<file path="config.mk">
export PLATFORM = sky130hd
export DESIGN_NAME = legv8_multicycle_ctrl_flat
export DESIGN_NICKNAME = d
export VERILOG_FILES = /design/src/rtl/legv8_multicycle_ctrl_if.sv /design/src/rtl/legv8_multicycle_ctrl.sv /design/src/flat_wrapper.sv
export SDC_FILE = /design/constraint.sdc
export NUM_CORES = 1
export LEC_CHECK = 0
export BUFFER_PORTS_ARGS = -buffer_cell sky130_fd_sc_hd__buf_2
export CORE_ASPECT_RATIO = 1.75
export CORE_MARGIN = 4
export CORE_UTILIZATION = 35
export CTS_BUF_LIST = sky130_fd_sc_hd__clkbuf_8
export DETAILED_ROUTE_END_ITERATION = 16
export GPL_ROUTABILITY_DRIVEN = 0
export SETUP_SLACK_MARGIN = 0.5
export SYNTH_ARGS = -nofsm -noshare
export SYNTH_HDL_FRONTEND = slang
export SYNTH_SLANG_ARGS = --single-unit
</file>
<file path="constraint.sdc">
create_clock -name clk -period 2.5 [get_ports clk]
set_clock_uncertainty 0.05 [all_clocks]
set_input_delay 0.125 -clock clk [delete_from_list [all_inputs] [get_ports clk]]
set_output_delay 0.125 -clock clk [all_outputs]
set_load 0.01 [all_outputs]
</file>
<file path="src/rtl/legv8_multicycle_ctrl_if.sv">
// rtl/legv8_multicycle_ctrl_if.sv - opcode/handshake in, datapath controls out, for the LEGv8 multicycle controller
interface legv8_multicycle_ctrl_if #(
  parameter int CNT_W = 32
);
  logic [10:0]      Op;
  logic             mem_ready;
  logic             PCWrite;
  logic             IRWrite;
  logic             PCSrc;
  logic             Reg2Loc;
  logic             ALUSrcA;
  logic [1:0]       ALUSrcB;
  logic [1:0]       ALUOp;
  logic             MemRead;
  logic             MemWrite;
  logic             MemtoReg;
  logic             RegWrite;
  logic             Branch;
  logic             retire;
  logic             fault;
  logic [CNT_W-1:0] instr_count;

  modport master (
    input  Op, mem_ready,
    output PCWrite, IRWrite, PCSrc, Reg2Loc, ALUSrcA, ALUSrcB, ALUOp,
           MemRead, MemWrite, MemtoReg, RegWrite, Branch, retire, fault, instr_count
  );

  modport slave (
    output Op, mem_ready,
    input  PCWrite, IRWrite, PCSrc, Reg2Loc, ALUSrcA, ALUSrcB, ALUOp,
           MemRead, MemWrite, MemtoReg, RegWrite, Branch, retire, fault, instr_count
  );
endinterface

</file>
<file path="src/rtl/legv8_multicycle_ctrl.sv">
// rtl/legv8_multicycle_ctrl.sv - LEGv8 multicycle main control FSM with memory watchdog and retire counter
module legv8_multicycle_ctrl #(
  parameter int TIMEOUT = 15,
  parameter int WAIT_W  = 4,
  parameter int CNT_W   = 32
) (
  input  logic                   clk,
  input  logic                   reset,
  legv8_multicycle_ctrl_if.master bus
);

  typedef enum logic [3:0] {
    S_FETCH, S_DECODE, S_MEMADR, S_MEMRD, S_LDWB, S_MEMWR,
    S_EXECR, S_EXECI, S_ALUWB, S_CBZ, S_BR, S_FAULT
  } state_t;

  localparam logic [WAIT_W-1:0] TIMEOUT_CNT = WAIT_W'(TIMEOUT);

  state_t            state, next;
  logic [WAIT_W-1:0] wait_cnt, wait_next;
  logic [CNT_W-1:0]  count;
  logic              waiting;

  logic       pc_write, ir_write, pc_src, reg2loc, alu_src_a;
  logic [1:0] alu_src_b, alu_op;
  logic       mem_read, mem_write, mem_to_reg, reg_write, branch;
  logic       retire_int, fault_int;

  always_ff @(posedge clk) begin
    if (reset) begin
      state    <= S_FETCH;
      wait_cnt <= '0;
      count    <= '0;
    end else begin
      state    <= next;
      wait_cnt <= wait_next;
      if (retire_int) count <= count + 1'b1;
    end
  end

  always_comb begin
    next       = state;
    pc_write   = 1'b0;
    ir_write   = 1'b0;
    pc_src     = 1'b0;
    reg2loc    = 1'b0;
    alu_src_a  = 1'b0;
    alu_src_b  = 2'b00;
    alu_op     = 2'b00;
    mem_read   = 1'b0;
    mem_write  = 1'b0;
    mem_to_reg = 1'b0;
    reg_write  = 1'b0;
    branch     = 1'b0;
    retire_int = 1'b0;
    fault_int  = 1'b0;
    case (state)
      S_FETCH: begin
        mem_read  = 1'b1;
        alu_src_b = 2'b01;
        if (bus.mem_ready) begin
          ir_write = 1'b1;
          pc_write = 1'b1;
          next     = S_DECODE;
        end else if (wait_cnt == TIMEOUT_CNT) begin
          next = S_FAULT;
        end
      end
      S_DECODE: begin
        // ALUOut latches PC+4+imm<<2 here so branch states can use it directly
        alu_src_b = 2'b11;
        casez (bus.Op)
          11'b11111000010,
          11'b11111000000: next = S_MEMADR;
          11'b10110100???: next = S_CBZ;
          11'b000101?????: next = S_BR;
          11'b1001000100?: next = S_EXECI;
          11'b???0101?000: next = S_EXECR;
          default:         next = S_FAULT;
        endcase
      end
      S_MEMADR: begin
        alu_src_a = 1'b1;
        alu_src_b = 2'b10;
        next      = bus.Op[1] ? S_MEMRD : S_MEMWR;
      end
      S_MEMRD: begin
        mem_read = 1'b1;
        if (bus.mem_ready)                next = S_LDWB;
        else if (wait_cnt == TIMEOUT_CNT) next = S_FAULT;
      end
      S_LDWB: begin
        reg_write  = 1'b1;
        mem_to_reg = 1'b1;
        retire_int = 1'b1;
        next       = S_FETCH;
      end
      S_MEMWR: begin
        mem_write = 1'b1;
        reg2loc   = 1'b1;
        if (bus.mem_ready) begin
          retire_int = 1'b1;
          next       = S_FETCH;
        end else if (wait_cnt == TIMEOUT_CNT) begin
          next = S_FAULT;
        end
      end
      S_EXECR: begin
        alu_src_a = 1'b1;
        alu_op    = 2'b10;
        next      = S_ALUWB;
      end
      S_EXECI: begin
        alu_src_a = 1'b1;
        alu_src_b = 2'b10;
        next      = S_ALUWB;
      end
      S_ALUWB: begin
        reg_write  = 1'b1;
        retire_int = 1'b1;
        next       = S_FETCH;
      end
      S_CBZ: begin
        reg2loc    = 1'b1;
        alu_src_a  = 1'b1;
        alu_op     = 2'b01;
        branch     = 1'b1;
        pc_src     = 1'b1;
        retire_int = 1'b1;
        next       = S_FETCH;
      end
      S_BR: begin
        pc_write   = 1'b1;
        pc_src     = 1'b1;
        retire_int = 1'b1;
        next       = S_FETCH;
      end
      S_FAULT: fault_int = 1'b1;
      default: next = S_FAULT;
    endcase
  end

  // Any state change restarts the watchdog, so each memory state gets a fresh budget
  always_comb begin
    waiting = (state == S_FETCH) || (state == S_MEMRD) || (state == S_MEMWR);
    if (next != state)                    wait_next = '0;
    else if (waiting && !bus.mem_ready)   wait_next = wait_cnt + 1'b1;
    else                                  wait_next = wait_cnt;
  end

  assign {bus.PCWrite, bus.IRWrite, bus.PCSrc, bus.Reg2Loc, bus.ALUSrcA, bus.ALUSrcB,
          bus.ALUOp, bus.MemRead, bus.MemWrite, bus.MemtoReg, bus.RegWrite, bus.Branch,
          bus.retire, bus.fault} =
    reset ? 16'd0 :
            {pc_write, ir_write, pc_src, reg2loc, alu_src_a, alu_src_b,
             alu_op, mem_read, mem_write, mem_to_reg, reg_write, branch,
             retire_int, fault_int};

  assign bus.instr_count = reset ? '0 : count;

endmodule

</file>
<file path="src/flat_wrapper.sv">
// flat-port wrapper written by rule: the top's interface ports become plain ports
module legv8_multicycle_ctrl_flat 
#(
  parameter int TIMEOUT = 15,
  parameter int WAIT_W  = 4,
  parameter int CNT_W   = 32
)
  (clk, reset, bus_Op, bus_mem_ready, bus_PCWrite, bus_IRWrite, bus_PCSrc, bus_Reg2Loc, bus_ALUSrcA, bus_ALUSrcB, bus_ALUOp, bus_MemRead, bus_MemWrite, bus_MemtoReg, bus_RegWrite, bus_Branch, bus_retire, bus_fault, bus_instr_count);
  legv8_multicycle_ctrl_if #(.CNT_W(CNT_W)) bus_i ();
  input  logic clk;
  input  logic reset;
  input wire logic [$bits(bus_i.Op)-1:0] bus_Op;
  input wire logic [$bits(bus_i.mem_ready)-1:0] bus_mem_ready;
  output wire logic [$bits(bus_i.PCWrite)-1:0] bus_PCWrite;
  output wire logic [$bits(bus_i.IRWrite)-1:0] bus_IRWrite;
  output wire logic [$bits(bus_i.PCSrc)-1:0] bus_PCSrc;
  output wire logic [$bits(bus_i.Reg2Loc)-1:0] bus_Reg2Loc;
  output wire logic [$bits(bus_i.ALUSrcA)-1:0] bus_ALUSrcA;
  output wire logic [$bits(bus_i.ALUSrcB)-1:0] bus_ALUSrcB;
  output wire logic [$bits(bus_i.ALUOp)-1:0] bus_ALUOp;
  output wire logic [$bits(bus_i.MemRead)-1:0] bus_MemRead;
  output wire logic [$bits(bus_i.MemWrite)-1:0] bus_MemWrite;
  output wire logic [$bits(bus_i.MemtoReg)-1:0] bus_MemtoReg;
  output wire logic [$bits(bus_i.RegWrite)-1:0] bus_RegWrite;
  output wire logic [$bits(bus_i.Branch)-1:0] bus_Branch;
  output wire logic [$bits(bus_i.retire)-1:0] bus_retire;
  output wire logic [$bits(bus_i.fault)-1:0] bus_fault;
  output wire logic [$bits(bus_i.instr_count)-1:0] bus_instr_count;
  assign bus_i.Op = bus_Op;
  assign bus_i.mem_ready = bus_mem_ready;
  assign bus_PCWrite = bus_i.PCWrite;
  assign bus_IRWrite = bus_i.IRWrite;
  assign bus_PCSrc = bus_i.PCSrc;
  assign bus_Reg2Loc = bus_i.Reg2Loc;
  assign bus_ALUSrcA = bus_i.ALUSrcA;
  assign bus_ALUSrcB = bus_i.ALUSrcB;
  assign bus_ALUOp = bus_i.ALUOp;
  assign bus_MemRead = bus_i.MemRead;
  assign bus_MemWrite = bus_i.MemWrite;
  assign bus_MemtoReg = bus_i.MemtoReg;
  assign bus_RegWrite = bus_i.RegWrite;
  assign bus_Branch = bus_i.Branch;
  assign bus_retire = bus_i.retire;
  assign bus_fault = bus_i.fault;
  assign bus_instr_count = bus_i.instr_count;
  legv8_multicycle_ctrl #(.TIMEOUT(TIMEOUT), .WAIT_W(WAIT_W), .CNT_W(CNT_W)) u_core (.clk(clk), .reset(reset), .bus(bus_i));
endmodule
</file>
Word level (Yosys, flattened, before mapping)
Cells that the tools add are included.
- bits in latches: 0
- register bits after elaboration: 40
- bits in writable memories: 0
- memory bits (read-only): 0
- bits of input ports: 14
- memories: 0
- output and inout port bits: 48
- bitwise logic cells: 0
- equal/unequal tests: 19
- magnitude comparators: 0
- add/subtract/negate cells: 2
- multiply operators: 0
- mux-type cells: 24
- div/mod/pow operators: 0
- shift operators: 0
- reduce and logical (&&, ||, !) cells: 15
- operators by type and width (cell ; number):
    $add 32x1->32 const B ; 1
    $mux 32 ; 1
    $pmux 4 s8 ; 1
    $eq 11x11->1 const B ; 2
    $eq 4x4->1 const B ; 5
    $pmux 4 s5 ; 1
    $eq 4x3->1 const B ; 4
    $mux 16 ; 1
    $mux 4 ; 4
    $reduce_or 2->1 ; 8
    $mux 1 ; 11
    $eq 10x10->1 const B ; 1
    $eq 4x2->1 const B ; 2
    $eq 8x8->1 const B ; 1
    $reduce_or 4->1 ; 2
    $eq 7x6->1 const B ; 1
    $eq 6x3->1 const B ; 1
    $pmux 2 s3 ; 1
    $add 4x1->4 const B ; 1
    $eq 4x1->1 const B ; 1
    $logic_not 4->1 ; 1
    $ne 4x4->1 ; 1
    $pmux 1 s2 ; 2
    $pmux 2 s2 ; 1
    4 further kinds ; 5

Depth between registers and ports, before layout
- depth in word-level cells: 6
- mapped depth: 9
- gate-level depth less buffers: 6

Worst setup path after synthesis
No wires, ideal clock.
- path kind: reg-to-reg
- from: register u_core.state[1]
- to: register u_core.wait_cnt[2]
- required time: 2.354 ns
- library setup time: 0.096 ns
- buffers on the path: 1
- slack: 0.398 ns
- data arrival time: 1.956 ns
- stages on the path, launching flop included: 8
- cell sequence: dfxtp_1 -> buf_1 -> o21ba_1 -> a2111o_1 -> o2111ai_1 -> xnor2_1 -> o21ai_0 -> nor4b_1
- cells in the longest elaborated chain, start to end: 5
- ends and longest elaborated chain (what ; RTL line ; text):
    start, declared ; legv8_multicycle_ctrl.sv:19 ; state_t state, next;
    start signal, assigned ; legv8_multicycle_ctrl.sv:35 ; state <= next;
    $eq 4x3->1, or another cell as far along ; legv8_multicycle_ctrl.sv:57 ; case (state)
    $reduce_or 4->1 (no source line), or another cell as far along ; n/a ;
    $pmux 4 s8 ; legv8_multicycle_ctrl.sv:57 ;
    $ne 4x4->1 ; legv8_multicycle_ctrl.sv:146 ; if (next != state) wait_next = '0;
    $reduce_or 2->1 (no source line) ; n/a ;
    end signal, assigned ; legv8_multicycle_ctrl.sv:36 ; wait_cnt <= wait_next;
    end, declared ; legv8_multicycle_ctrl.sv:20 ; logic [WAIT_W-1:0] wait_cnt, wait_next;
Several ways; a longest one is shown, not always the timed one.
A chain may end at the register's enable or synchronous reset.

Final worst setup path
Ends and elaborated chain as after synthesis.

==> load_flow_metrics.sql <==
INSERT INTO impl_metrics (metric_group, metric, value, unit) VALUES
('outcome', 'status', 'finished, final reports clean', ''),
('placement', 'place.port_buffers', '61', ''),
('sta', 'timing.setup.tns', '0', 'ns'),
('yosys', 'synth_ff_type', 'sky130_fd_sc_hd__dfxtp_1', ''),
('placement', 'dp_worst_setup_slack', '0.253', 'ns'),
('yosys', 'synth_warnings', '0', ''),
('sta', 'maxSlewViolCount', '0', ''),
('worst_setup_path', 'critPathMaxFanout', '5', ''),
('sta', 'finalSetupViolCount', '0', ''),
('sta', 'worst_hold_slack', '0.142', 'ns'),
('yosys', 'synth_area_leader_cell', 'sky130_fd_sc_hd__dfxtp_1', ''),
('sta', 'final-hold-violation-count', '0', ''),
('yosys', 'yosys.area.top_type_share', '31.0', '%'),
('global_routing', 'number_of_global_route_vias_before_repair', '2512', ''),
('yosys', 'synth.net_count', '342', ''),
('sta', 'timing.final.crit_period', '2.02', 'ns'),
('clock_network', 'cts_max_level', '2', ''),
('clock_network', 'clkLatencyLatePin', '0.30', 'ns'),
('sta', 'final.period_utilization', '80.6', '%'),
('finish', 'final_cell_mix', '61 x sky130_fd_sc_hd__buf_2, 53 x sky130_fd_sc_hd__nor2_1, 33 x sky130_fd_sc_hd__nor2b_1, 33 x sky130_fd_sc_hd__dfxtp_1, 26 x sky130_fd_sc_hd__xor2_1', ''),
('clock_network', 'cts_buffers', '5', ''),
('finish', 'finalNetCount', '414', ''),
('sta', 'final.setup.worst_slack', '0.485', 'ns'),
('finish', 'insertedDiodeCount', '0', ''),
('clock_network', 'cts.root.buffer_cell', 'sky130_fd_sc_hd__clkbuf_8', ''),
('yosys', 'netlist_area', '0.00258', 'mm2'),
('yosys', 'syn_area_per_cell', '7.91', 'um2'),
('finish', 'post_route_cells_drive_above_1_share', '34.3', '%'),
('detailed_routing', 'detail_route.wl_per_cell', '15.0', 'um'),
('sta', 'worst_slew_margin_rel', '51.4', '%'),
('sta', 'fmax', '496', 'MHz'),
('detailed_routing', 'finalWirelength', '7.29', 'mm'),
('clock_network', 'clk_pin_slew_worst_paths', '0.08', 'ns'),
('detailed_routing', 'detail_route.iter0.violations', '124', ''),
('floorplanning', 'core-area', '0.00718', 'mm2'),
('clock_network', 'numClockSinks', '40', ''),
('finish', 'layout_commonest_cell', 'sky130_fd_sc_hd__buf_2', ''),
('floorplanning', 'floorplan_die_width', '72.9', 'um'),
('finish', 'syn_to_final_growth', '35.4', '%'),
('power_and_ir_drop', 'static_leakage', '1.40', 'nW'),
('worst_setup_path', 'worstSetupStartpointType', 'flop', ''),
('placement', 'post-dp-hpwl', '5.08', 'mm'),
('floorplanning', 'row_count', '41', ''),
('global_routing', 'grt_antenna_before_repair', '0', ''),
('finish', 'fill_cell_total_of_the_finished_layout', '736', ''),
('job', 'cap_violations', '0', ''),
('worst_setup_path', 'worstPathArrival', '2.18', 'ns'),
('floorplanning', 'die_height', '122', 'um'),
('detailed_routing', 'post-route-drc-count', '0', ''),
('yosys', 'synth.lib_cells_used.distinct', '55', ''),
('worst_setup_path', 'setup.worst_path.class', 'flop to flop', ''),
('power_and_ir_drop', 'irDropWorstVdd', '405', 'uV'),
('global_routing', 'globalRoute.totalOverflow', '0', ''),
('floorplanning', 'io-pin-count', '62', ''),
('clock_network', 'tritoncts', 'done', ''),
('detailed_routing', 'num_vias', '2532', ''),
('sta', 'rsz0062_at_grt', 'yes', ''),
('detailed_routing', 'post_drt_via_cell_ratio', '5.22', ''),
('yosys', 'syn-instance-count', '326', ''),
('worst_hold_path', 'hold_path.class', 'primary input to flop', ''),
('detailed_routing', 'drt_first_pass_iters', '4', ''),
('global_routing', 'grt_max_degree', '47', ''),
('worst_setup_path', 'worst_ep_required_time', '2.67', 'ns'),
('yosys', 'dominant_cells_by_area_after_synthesis', 'sky130_fd_sc_hd__dfxtp_1 31%, sky130_fd_sc_hd__xor2_1 8.8%, sky130_fd_sc_hd__nor2b_1 8.0%', ''),
('yosys', 'synthArstFlopShare', '0', '%'),
('yosys', 'synth-seq-cells', '40', ''),
('global_routing', 'groute.usage.overall', '16.5', '%'),
('yosys', 'post_synth_edffs', '0', ''),
('floorplanning', 'die_area', '0.00886', 'mm2'),
('clock_network', 'ctsLongestPathBuffers', '2', ''),
('yosys', 'seq_area_frac_synth', '31.0', '%'),
('power_and_ir_drop', 'ratio_of_total_power_to_cell_area', '677', 'mW/mm2'),
('detailed_routing', 'antenna_violating_nets_post_route', '0', ''),
('worst_setup_path', 'worstSetupEndpointType', 'flop', ''),
('floorplanning', 'floorplan.initialDensity', '35.9', '%'),
('sta', 'worst-slew-pin-transition', '0.729', 'ns'),
('global_routing', 'grt_first_pass_wirelength', '11.5', 'mm');
Yosys cell counts, types with 2 or more instances:
master / number
sky130_fd_sc_hd__and3_1: 8
sky130_fd_sc_hd__xnor2_1: 10
sky130_fd_sc_hd__mux2i_1: 3
sky130_fd_sc_hd__and4_1: 2
sky130_fd_sc_hd__inv_1: 6
sky130_fd_sc_hd__or3b_1: 2
sky130_fd_sc_hd__nand4_1: 13
sky130_fd_sc_hd__buf_2: 6
sky130_fd_sc_hd__nor3_1: 11
sky130_fd_sc_hd__dfxtp_1: 40
sky130_fd_sc_hd__nand2b_1: 3
sky130_fd_sc_hd__nand2_1: 15
sky130_fd_sc_hd__ha_1: 2
sky130_fd_sc_hd__xor2_1: 26
sky130_fd_sc_hd__a211oi_2: 2
sky130_fd_sc_hd__a21oi_1: 8
sky130_fd_sc_hd__nor2b_1: 33
sky130_fd_sc_hd__a21o_1: 2
sky130_fd_sc_hd__nor3b_1: 2
sky130_fd_sc_hd__and2_1: 3
sky130_fd_sc_hd__nor4b_1: 6
sky130_fd_sc_hd__a31oi_1: 4
sky130_fd_sc_hd__o21ai_0: 5
sky130_fd_sc_hd__buf_1: 5
sky130_fd_sc_hd__clkbuf_1: 8
sky130_fd_sc_hd__nand3_1: 13
sky130_fd_sc_hd__nor4_1: 5
sky130_fd_sc_hd__or3_1: 2
sky130_fd_sc_hd__nor2_1: 54
sky130_fd_sc_hd__o211ai_1: 2
cells by family (layout without fill, tap and decap cells):
logic type | count (synthesis) | in the layout | synth area share [%]
mux | 3 | 3 | 1.16
compound gates | 38 | 38 | 11.5
xor+xnor | 36 | 36 | 12.2
fa+ha+maj | 2 | 2 | 0.970
flops | 40 | 40 | 31.0
buf+inv | 27 | 100 | 4.36
simple gates | 180 | 180 | 38.7
registers in the layout, summed over array words and instances (netlist names):
register and cells:
u_core.count 32, u_core.state 4, u_core.wait_cnt 4
power by group:
| group | switching [mW] | internal (mW) | total [mW] |
|---|---|---|---|
| clock | 0.236 | 0.292 | 0.528 |
| combinational | 0.612 | 0.491 | 1.10 |
| sequential | 0.0542 | 0.679 | 0.733 |
cell type report:
cell class / count / area, um2 / share of cell area [%]
sequential: 40 / 817 / 23.4
inverter: 7 / 30.0 / 0.860
timing repair buffer: 85 / 532 / 15.2
clock buffer: 5 / 68.8 / 1.97
tap: 86 / 108 / 3.08
clock inverter: 3 / 38.8 / 1.11
multi-input combinational: 259 / 1900 / 54.4
final timing paths:
path	cells after the start	slack [ns]	start	end
max	6	0.48	u_core.state[1]	u_core.wait_cnt[2]
min	3	0.14	bus_Op[1]	u_core.state[2]
max reg2reg	6	0.48	u_core.state[1]	u_core.wait_cnt[2]
min reg2reg	2	0.47	u_core.count[31]	u_core.count[31]
stage by stage:
step | util [%] | instance area [um2] | power (mW) | std cells
6_report | 48.6 | 3490 | 2.36 | 485
4_1_cts | 45.5 | 3270 | 2.15 | 479
5_1_grt | 48.6 | 3490 | 2.51 | 485
3_3_place_gp | 42.2 | 3030 | 1.51 | 465
3_5_place_dp | 42.2 | 3030 | 1.53 | 465
2_1_floorplan | - | 2600 | 1.30 | 326
what timing repair did:
| action | in CTS | in global routing |
|---|---|---|
| buffers inserted | 5 | 6 |
| gates cloned | 1 | 0 |
| pin swaps | 8 | 20 |
| hold buffers | 0 | 0 |
| setup endpoints to repair | 23 | 31 |
| resized for setup | 22 | 37 |
layer usage:
| metal | share of wire [%] | track usage (%) | vias to the layer above |
|---|---|---|---|
| met3 | 2.6 | 2.97 | 9 |
| met4 | 1.8 | 6.00 | 0 |
| met2 | 58 | 31.5 | 46 |
| met1 | 38 | 17.3 | 1198 |
| met5 | 0 | 0 | - |
| li1 | - | - | 1279 |
worst max-delay path, stage by stage, from the launching register on:
cell and delay (ns):
sky130_fd_sc_hd__dfxtp_4 0.37, sky130_fd_sc_hd__or4b_4 0.61, sky130_fd_sc_hd__a31o_4 0.25, sky130_fd_sc_hd__o2111ai_4 0.07, sky130_fd_sc_hd__xnor2_1 0.16, sky130_fd_sc_hd__o21ai_2 0.15, sky130_fd_sc_hd__nor4b_2 0.28
(Power assumes the default switching activity.)
